File: src/rtl/fifo_bit_serializer.sv
// rtl/fifo_bit_serializer.sv - drains FIFO words onto a serial line, MSB first
// Optional even-parity bit per word when TX_PARITY_EN is defined.
`timescale 1ns/1ps
module fifo_bit_serializer #(
  parameter int WIDTH = 8
) (
  input  logic             clock,
  input  logic             reset_n,
  input  logic             enable,
  input  logic             fifo_empty,
  input  logic             fifo_data_valid,
  input  logic [WIDTH-1:0] fifo_rdata,
  input  logic             bit_tick,
  output logic             fifo_read_en,
  output logic             tx_bit,
  output logic             tx_active,
  output logic             frame_done
);

  localparam int CW = $clog2(WIDTH + 1);

`ifdef TX_PARITY_EN
  typedef enum logic [2:0] {S_IDLE, S_REQ, S_CAPT, S_SHIFT, S_PARITY, S_DONE} state_t;
`else
  typedef enum logic [2:0] {S_IDLE, S_REQ, S_CAPT, S_SHIFT, S_DONE} state_t;
`endif

  state_t           state_q, state_d;
  logic [WIDTH-1:0] shreg_q, shreg_d;
  logic [CW-1:0]    cnt_q, cnt_d;
  logic             tx_bit_q, tx_bit_d;
  logic             read_en_q, read_en_d;
  logic             active_q, active_d;
  logic             done_q, done_d;
  logic             boundary;
`ifdef TX_PARITY_EN
  logic             par_q, par_d;
`endif

  always_ff @(posedge clock or negedge reset_n) begin
    if (!reset_n) begin
      state_q   <= S_IDLE;
      shreg_q   <= '0;
      cnt_q     <= '0;
      tx_bit_q  <= 1'b0;
      read_en_q <= 1'b0;
      active_q  <= 1'b0;
      done_q    <= 1'b0;
`ifdef TX_PARITY_EN
      par_q     <= 1'b0;
`endif
    end else begin
      state_q   <= state_d;
      shreg_q   <= shreg_d;
      cnt_q     <= cnt_d;
      tx_bit_q  <= tx_bit_d;
      read_en_q <= read_en_d;
      active_q  <= active_d;
      done_q    <= done_d;
`ifdef TX_PARITY_EN
      par_q     <= par_d;
`endif
    end
  end

  always_comb begin
    state_d  = state_q;
    shreg_d  = shreg_q;
    cnt_d    = cnt_q;
    tx_bit_d = tx_bit_q;
    boundary = 1'b0;
`ifdef TX_PARITY_EN
    par_d    = par_q;
`endif

    case (state_q)
      S_IDLE: begin
        if (enable && !fifo_empty) state_d = S_REQ;
      end
      // The FIFO drops data_valid while it fetches; wait for that before capturing.
      S_REQ: begin
        if (!fifo_data_valid) state_d = S_CAPT;
      end
      S_CAPT: begin
        if (fifo_data_valid) begin
          shreg_d = fifo_rdata;
          cnt_d   = '0;
`ifdef TX_PARITY_EN
          par_d   = 1'b0;
`endif
          state_d = S_SHIFT;
        end
      end
      S_SHIFT: begin
        if (bit_tick) begin
          tx_bit_d = shreg_q[WIDTH-1];
          shreg_d  = {shreg_q[WIDTH-2:0], 1'b0};
          cnt_d    = cnt_q + CW'(1);
`ifdef TX_PARITY_EN
          par_d    = par_q ^ shreg_q[WIDTH-1];
          if (cnt_q == CW'(WIDTH - 1)) state_d = S_PARITY;
`else
          if (cnt_q == CW'(WIDTH - 1)) boundary = 1'b1;
`endif
        end
      end
`ifdef TX_PARITY_EN
      S_PARITY: begin
        if (bit_tick) begin
          tx_bit_d = par_q;
          boundary = 1'b1;
        end
      end
`endif
      S_DONE: begin
        tx_bit_d = 1'b0;
        state_d  = S_IDLE;
      end
      default: state_d = S_IDLE;
    endcase

    // Enable is only honoured between words, so a word in flight always completes.
    if (boundary) state_d = (enable && !fifo_empty) ? S_REQ : S_DONE;
  end

  assign read_en_d = (state_d == S_REQ) || (state_d == S_CAPT);
  assign active_d  = (state_d != S_IDLE);
  assign done_d    = (state_d == S_DONE);

  assign fifo_read_en = read_en_q;
  assign tx_bit       = tx_bit_q;
  assign tx_active    = active_q;
  assign frame_done   = done_q;

endmodule

File: config.mk
export PLATFORM = sky130hd
export DESIGN_NAME = fifo_bit_serializer
export DESIGN_NICKNAME = d
export VERILOG_FILES = /design/src/rtl/fifo_bit_serializer.sv
export SDC_FILE = /design/constraint.sdc
export NUM_CORES = 1
export LEC_CHECK = 0
export BUFFER_PORTS_ARGS = -buffer_cell sky130_fd_sc_hd__buf_2
export CORE_ASPECT_RATIO = 1.25
export CORE_UTILIZATION = 53
export CTS_CLUSTER_SIZE = 28
export DETAILED_ROUTE_END_ITERATION = 6
export GPL_ROUTABILITY_DRIVEN = 0
export HOLD_SLACK_MARGIN = 0.1
export PLACE_DENSITY = 0.79
export SKIP_CTS_REPAIR_TIMING = 1
export SYNTH_ARGS = -nofsm -noshare
export SYNTH_HDL_FRONTEND = slang
export SYNTH_SLANG_ARGS = --single-unit
File: constraint.sdc
create_clock -name clock -period 1.7 [get_ports clock]
set_input_delay 0.34 -clock clock [delete_from_list [all_inputs] [get_ports clock]]
set_output_delay 0.34 -clock clock [all_outputs]
set_load 0.02 [all_outputs]
## Word level (Yosys, flattened, before mapping)

Index checks and enable logic that the tools add are counted.

- Add/subtract/negate cells: 1
- Equal/unequal tests: 10
- Multiplexer cells: 17
- Reductions and logical operators: 9

Operators by type and width:

| operator | number |
|---|---|
| 8-bit two-way mux | 2 |
| 8-bit one-hot mux with 2 select lines | 1 |
| 3-bit two-way mux | 5 |
| 3-bit one-hot mux with 4 select lines | 1 |
| 3-bit by 2-bit == test with 1-bit output (second input constant) | 3 |
| 4-bit two-way mux | 2 |
| 4-bit one-hot mux with 2 select lines | 1 |
| 3-bit by 1-bit == test with 1-bit output (second input constant) | 2 |
| 3-bit == test (second input constant) | 2 |
| 4-bit by 1-bit adder with 4-bit output (second input constant) | 1 |
| 4-bit by 3-bit == test with 1-bit output (second input constant) | 1 |
| 1-bit two-way mux | 4 |
| 2-bit != test (second input constant) | 2 |
| 2-bit nonzero test | 2 |
| 3-bit zero test | 1 |
| 3-bit AND reduction | 1 |
| 3-bit nonzero test | 1 |
| 1-bit one-hot mux with 2 select lines | 1 |
| 2-bit AND reduction | 1 |
| 1-bit logical AND | 1 |
| 1-bit zero test | 1 |
| 1-bit logical OR | 1 |

- Register bits after elaboration: 19
- Bits of input ports: 14
- Output and inout port bits: 4
- Logic and storage cells: 44

## Logic depth before layout (Yosys ltp)

Gate-level depths: netlist of the first run.

- Depth after elaboration: 7
- Gate-level depth with buffers: 6
- Mapped depth without buffers: 5

## Worst setup path after synthesis of the first run

OpenSTA, ideal clock, no wires.

- Kind: register -> register
- From: register state_q[1]
- To: register read_en_q, in the netlist fifo_read_en
- Setup time: 0.101 ns
- Arrival: 1.162 ns
- Setup slack: 0.437 ns
- Stages on the path, launching flop included: 5
- Path through: dfrtp_1 > nor3b_1 > a211oi_1 > or3_1 > o32ai_1

- Cells in the longest elaborated chain, start to end: 5

RTL lines:

| item | line | source |
|---|---|---|
| from (decl) | 28 | `state_t state_q, state_d;` |
| from (signal assigned) | 53 | `state_q <= state_d;` |
| 3-bit by 2-bit == test with 1-bit output, or another cell as far along | 76 | `case (state_q)` |
| 3-bit one-hot mux with 4 select lines / 1-bit two-way mux (equally long branches) | 76 |  |
| 3-bit two-way mux (*) | 123 | `if (boundary) state_d = (enable && !fifo_empty) ? S_REQ : S_DONE;` |
| 3-bit by 1-bit == test with 1-bit output / 3-bit by 2-bit == test with 1-bit output (equally long branches) | 126 | `assign read_en_d = (state_d == S_REQ) \|\| (state_d == S_CAPT);` |
| 1-bit logical OR (*) | 126 |  |
| via read_en_d | 32 | `logic read_en_q, read_en_d;` |
| to (signal assigned) | 57 | `read_en_q <= read_en_d;` |
| to (decl) | 32 |  |

Mark *: on every way through the listed nets, which the timed path passes. The rest lies on a longest branch.
A chain may end at the register's enable or synchronous reset.

## Final worst setup path of the first run

- From: register state_q[0]
- To: register cnt_q[2]

- Cells in the longest elaborated chain, start to end: 3

RTL lines:

| item | line | source |
|---|---|---|
| 3-bit by 2-bit == test with 1-bit output | 76 |  |
| 2-bit != test (no source line) / 2-bit nonzero test (equally long branches) | -- |  |
| 3-bit AND reduction (no source line) | -- |  |
| to (signal assigned) | 55 | `cnt_q <= cnt_d;` |
| to (decl) | 30 | `logic [CW-1:0] cnt_q, cnt_d;` |

Parallel ways exist; a longest one is shown, timed or not.

==> impl_metrics.yaml, run 1 <==
outcome:
  status: "complete, no violations"
yosys:
  syn_nets: 107
  yosysWarnings: 0
  async_flop_share: 1.00
  synth_compound_area_frac: 0.157
  yosys.area_share.simple: 0.196
  postSynthCellCount: 92
  synth_edf_count: 0
  synth.cell_area_sq_um: 958
  avgSynthCellArea_sq_um: 10.4
  synth-xor-area-share: 0
  yosysSeqAreaShare: 0.496
  synth_mux_area_frac: 0.0953
  ys_ff_latch: 19
  synth_top_family_by_area: "simple AND/OR/NAND/NOR gates"
  ys.flop_type: "dfrtp_1"
  synth_cell_types: 32
  synth_fa_ha_area_frac: 0.0131
sta:
  skew_ns: 0.00212
  setup_ws_ns: 0.211
  period_needed_ns: 1.49
  max_freq_mhz: 672
  worst_slew_pin_slew_ns: 0.409
  fin_crit_sh: 0.876
  slew_violations: 0
  holdWs_ns: 0.315
  tns_ns: 0
  hold_viol_final: 0
  setup_viol: 0
  rsz0062_at_grt: "no"
  relSlewSlack: 0.724
setup_path:
  worst_setup_path_end_kind: "register"
  rrSetupSlack_ns: 0.21
  reg2reg_to: "cnt_q[2]$_DFFE_PN0P_"
  arrival_ns: 1.69
  critical_path.startpoint_type: "register"
  cp.required_ns: 1.90
  cp_max_fo: 16
  criticalPathCategory: "reg2reg"
  r2r.worst_path.cells: 4
  crit_end: "cnt_q[2]$_DFFE_PN0P_"
  cp-startpoint: "state_q[0]$_DFF_PN0_"
  timing.rr.start: "state_q[0]$_DFF_PN0_"
final_layout:
  area_growth_pct: 12.7
  nets: 128
  diodes: 0
  layout-drive-gt1-share: 0.241
  finalNonFillerCells: 130
  fill_cells: 136
floorplan:
  die-area_sq_um: 1980
  die_y_um: 49.5
  io_pins: 18
  initial_core_util: 0.591
  fp.dieW_um: 40.0
  row_count: 16
  core_area_sq_um: 1620
placement:
  post-place-cells: 125
  io_buffers: 17
  place_ws_ns: 0.218
  place_hpwl_um: 1320
route:
  wl_per_cell_um: 13.4
  postRouteAntennaNets: 0
  vias: 734
  drt_pass1_iterations: 4
  routed_wl_um: 1740
  vias_per_cell: 5.65
  first_iter_violations: 15
  drc: 0
grt:
  grt-ovfl-total: 0
  antenna_found_initial: 0
  track_usage: 0.219
  grt_pass1_vias: 711
  grt_start_max_net_pins: 20
  grt_pass1_wl_um: 3000
flow_run:
  drv_cap: 0
clock_network:
  cts_tree: "built"
  cts.htree.levels: 1
  cts_root_buf: "clkbuf_4"
  path_clk_slew_ns: 0.10
  cts_buffers: 3
  clock-sinks: 19
  clock_latency_ns: 0.30
  cts.path.max_buffers: 2
power:
  ir_drop_v: 0.000847
  powerDensity_nw_per_um2: 1450
  total_power_mw: 1.57
  power.leakage_nw: 0.488
hold_path:
  hp-class: "in2reg"
critical path, stage by stage, from the launching register on:
cell	delay, ns
dfrtp_1	0.55
mux2_2	0.40
nand2_2	0.22
nor4b_2	0.08
a21o_1	0.15
where the power goes:
part           internal [mW]  switching (mW)  total [mW]  leakage, nW
Clock                 0.0916           0.136       0.227       0.0150
Sequential             0.599           0.132       0.731        0.236
Combinational          0.274           0.334       0.609        0.237
Total                  0.965           0.602        1.57        0.488
final cells by class:
type	count	area (sq um)	share of cell area
sequential	19	475	0.440
multi-input combinational	67	442	0.409
timing repair buffer	19	103	0.0950
clock buffer	4	26.3	0.0243
tap	18	22.5	0.0209
inverter	3	11.3	0.0104
synth_stat cells (all sizes together) (2+ instances only):
library cell,instances,share of area
mux2i,8,0.084
o21ai,14,0.073
nor3,2,0.016
nor2,3,0.012
a21oi,2,0.010
buf,3,0.031
nand2,15,0.069
nor2b,3,0.020
nor4,2,0.020
a22o,2,0.018
a211oi,3,0.023
dfrtp,19,0.50
inv,3,0.012
per-stage QoR:
stage,util,instance area (sq um)
after floorplan,-,958
after global placement,0.644,1040
after detailed placement,0.644,1040
after CTS,0.660,1070
after global routing,0.666,1080
final,0.666,1080
cell usage in the layout, fill, tap and decap left out:
cell           instances
o32ai_1                1
nand4_1                1
nor4b_2                1
nand2_4                1
a31oi_1                1
o21ai_0               11
nor4_2                 1
nand4b_1               1
a21o_1                 1
nor2b_1                3
buf_2                 17
nor3b_1                1
nor2_1                 3
dfrtp_1               19
nand2_2                1
ha_1                   1
clkbuf_1               1
dlygate4sd3_1          1
o211ai_1               1
nor4_1                 1
buf_4                  1
nand2_1               13
mux2i_1                8
nand2b_1               1
and2b_1                1
o21ai_1                3
clkbuf_4               3
or3_1                  1
inv_1                  3
nor3_2                 1
a22o_1                 2
mux2_2                 1
nor3_1                 1
a21oi_1                2
a211oi_1               3
metal layers:
metal,GRT usage,up-vias,wire length [um],part of all wire
met2,0.339,16,867,0.50
met1,0.275,343,763,0.44
li1,-,370,-,-
met4,0.121,0,46,0.026
met3,0.0405,5,63,0.036
met5,0,-,0,0
cells by family after synthesis:
kind of cell,count (synthesis)
muxes,9
AOI/OAI and AO/OA,25
DFF,19
adders and majority gates,1
buffers and inverters,6
and+or+nand+nor,32
sequential cells by signal (all words and copies together) (netlist names):
signal,cells
tx_bit,1
frame_done,1
cnt_q,4
state_q,3
tx_active,1
shreg_q,8
fifo_read_en,1
worst min path at each step:
| stage | from | end | slack [ns] | depth (start not counted) |
|---|---|---|---|---|
| after global placement | reset_n | shreg_q[3]$_DFFE_PN0P_ | 0.29 | 1 |
| after detailed placement | reset_n | shreg_q[3]$_DFFE_PN0P_ | 0.30 | 1 |
| final | fifo_rdata[7] | shreg_q[7]$_DFFE_PN0P_ | 0.31 | 3 |
| after CTS | reset_n | shreg_q[5]$_DFFE_PN0P_ | -0.04 | 1 |
| after floorplan | reset_n | cnt_q[0]$_DFFE_PN0P_ | 0.04 | 0 |
| after global routing | fifo_rdata[6] | shreg_q[6]$_DFFE_PN0P_ | 0.32 | 3 |
Power figures use the tool's default switching activity.
==> run 2: changes to the inputs <==
--- a/config.mk
+++ b/config.mk
@@ -6,13 +6,15 @@
 export NUM_CORES = 1
 export LEC_CHECK = 0
 export BUFFER_PORTS_ARGS = -buffer_cell sky130_fd_sc_hd__buf_2
+export CELL_PAD_IN_SITES_DETAIL_PLACEMENT = 1
+export CELL_PAD_IN_SITES_GLOBAL_PLACEMENT = 1
 export CORE_ASPECT_RATIO = 1.25
-export CORE_UTILIZATION = 53
+export CORE_UTILIZATION = 31
 export CTS_CLUSTER_SIZE = 28
 export DETAILED_ROUTE_END_ITERATION = 6
 export GPL_ROUTABILITY_DRIVEN = 0
 export HOLD_SLACK_MARGIN = 0.1
-export PLACE_DENSITY = 0.79
+export PLACE_DENSITY = 0.63
 export SKIP_CTS_REPAIR_TIMING = 1
 export SYNTH_ARGS = -nofsm -noshare
 export SYNTH_HDL_FRONTEND = slang
==> run 2 against run 1 <==
Against the previous run: combinational power rose by 3%; worst setup slack got worse by 0.050 ns; largest cell class unchanged; clock power barely moved; core utilization fell by 29 points; sequential share of layout area fell by 0.95 points; highest routed layer unchanged; cell area rose by 2.2%; global-route usage fell by 6.9 points; largest power group unchanged; first-iteration DRC count fell by 40%.
==> impl_metrics.yaml, run 2 (synthesized netlist as in run 1, its figures left out) <==
outcome:
  status: "complete, no violations"
grt:
  grt-ovfl-total: 0
  grt_start_max_net_pins: 20
  grt_pass1_vias: 807
  track_usage: 0.150
  antenna_found_initial: 0
  grt_pass1_wl_um: 3680
sta:
  setup_ws_ns: 0.161
  worst_slew_pin_slew_ns: 0.428
  tns_ns: 0
  period_needed_ns: 1.54
  skew_ns: 0.00802
  relSlewSlack: 0.715
  hold_viol_final: 0
  max_freq_mhz: 650
  setup_viol: 0
  fin_crit_sh: 0.905
  rsz0062_at_grt: "no"
  slew_violations: 0
route:
  postRouteAntennaNets: 0
  wl_per_cell_um: 14.5
  first_iter_violations: 9
  vias: 775
  drc: 0
  vias_per_cell: 5.24
  routed_wl_um: 2140
  drt_pass1_iterations: 4
final_layout:
  diodes: 0
  finalNonFillerCells: 148
  layout-drive-gt1-share: 0.250
  utilization: 0.375
  area_growth_pct: 15.1
  final_cell_mix: "dfrtp_1 (19), buf_2 (17), nand2_1 (13)"
  final_common_cell: "dfrtp_1"
  largest_reg_flops: 8
  regMostFlops: "shreg_q"
  reg.largest.list: "shreg_q x8, cnt_q x4, state_q x3"
  nets: 128
clock_network:
  cts_root_buf: "clkbuf_4"
  clock_latency_ns: 0.30
  cts.htree.levels: 1
  cts_buffers: 3
  cts_tree: "built"
  path_clk_slew_ns: 0.11
  cts.path.max_buffers: 2
  clock-sinks: 19
placement:
  place_hpwl_um: 1640
  io_buffers: 17
  place_ws_ns: 0.174
  post-place-cells: 143
setup_path:
  cp.required_ns: 1.95
  cp_max_fo: 16
  arrival_ns: 1.79
  worst_setup_path_end_kind: "register"
  critical_path.startpoint_type: "register"
  criticalPathCategory: "reg2reg"
power:
  total_power_mw: 1.59
  powerDensity_nw_per_um2: 1440
  power.leakage_nw: 0.490
  ir_drop_v: 0.000577
floorplan:
  initial_core_util: 0.325
  fp.dieW_um: 51.7
  row_count: 22
  die-area_sq_um: 3320
  io_pins: 18
  die_y_um: 64.2
  core_area_sq_um: 2950
hold_path:
  hp-class: "in2reg"
flow_run:
  drv_cap: 0
run 2: power breakdown:
group	internal [mW]	total, mW	switching, mW
Combinational	0.273	0.628	0.356
Clock	0.0878	0.227	0.140
Sequential	0.599	0.730	0.131
Total	0.960	1.59	0.626
run 2: critical path: stages (launching register included):
cell and delay (ns):
dfrtp_1 0.43, and2b_1 0.41, nand2_2 0.27, nor4b_2 0.27
a21o_1 0.11
run 2: worst paths after layout:
check | to | depth (start not counted) | start | slack, ns
max in group asynchronous | shreg_q[0]$_DFFE_PN0P_ | 2 | reset_n | 0.91
max reg2reg | cnt_q[2]$_DFFE_PN0P_ | 4 | state_q[2]$_DFF_PN0_ | 0.16
min in group asynchronous | shreg_q[5]$_DFFE_PN0P_ | 2 | reset_n | 0.49
max | cnt_q[2]$_DFFE_PN0P_ | 4 | state_q[2]$_DFF_PN0_ | 0.16
min reg2reg | shreg_q[2]$_DFFE_PN0P_ | 2 | shreg_q[2]$_DFFE_PN0P_ | 0.49
min | shreg_q[7]$_DFFE_PN0P_ | 3 | fifo_rdata[7] | 0.32
run 2: final cells by class:
class,count,area [sq um]
Fill cell,343,1840
Sequential cell,19,475
Multi-Input combinational cell,67,442
Timing Repair Buffer,19,103
Tap cell,36,45.0
Clock buffer,3,22.5
Inverter,3,11.3
Clock inverter,1,5.00
run 2: per-stage QoR:
stage	hold WS, ns	area, sq um
after floorplan	0.0444	958
after global placement	0.303	1070
after detailed placement	0.312	1070
after CTS	-0.0326	1090
after global routing	0.316	1100
final	0.321	1100
run 2: routing by layer:
metal,global-route usage,part of all wire,vias to the layer above
li1,-,-,370
met5,0,0,-
met2,0.258,0.52,16
met3,0.0214,0.028,5
met1,0.180,0.43,384
met4,0.0709,0.019,0
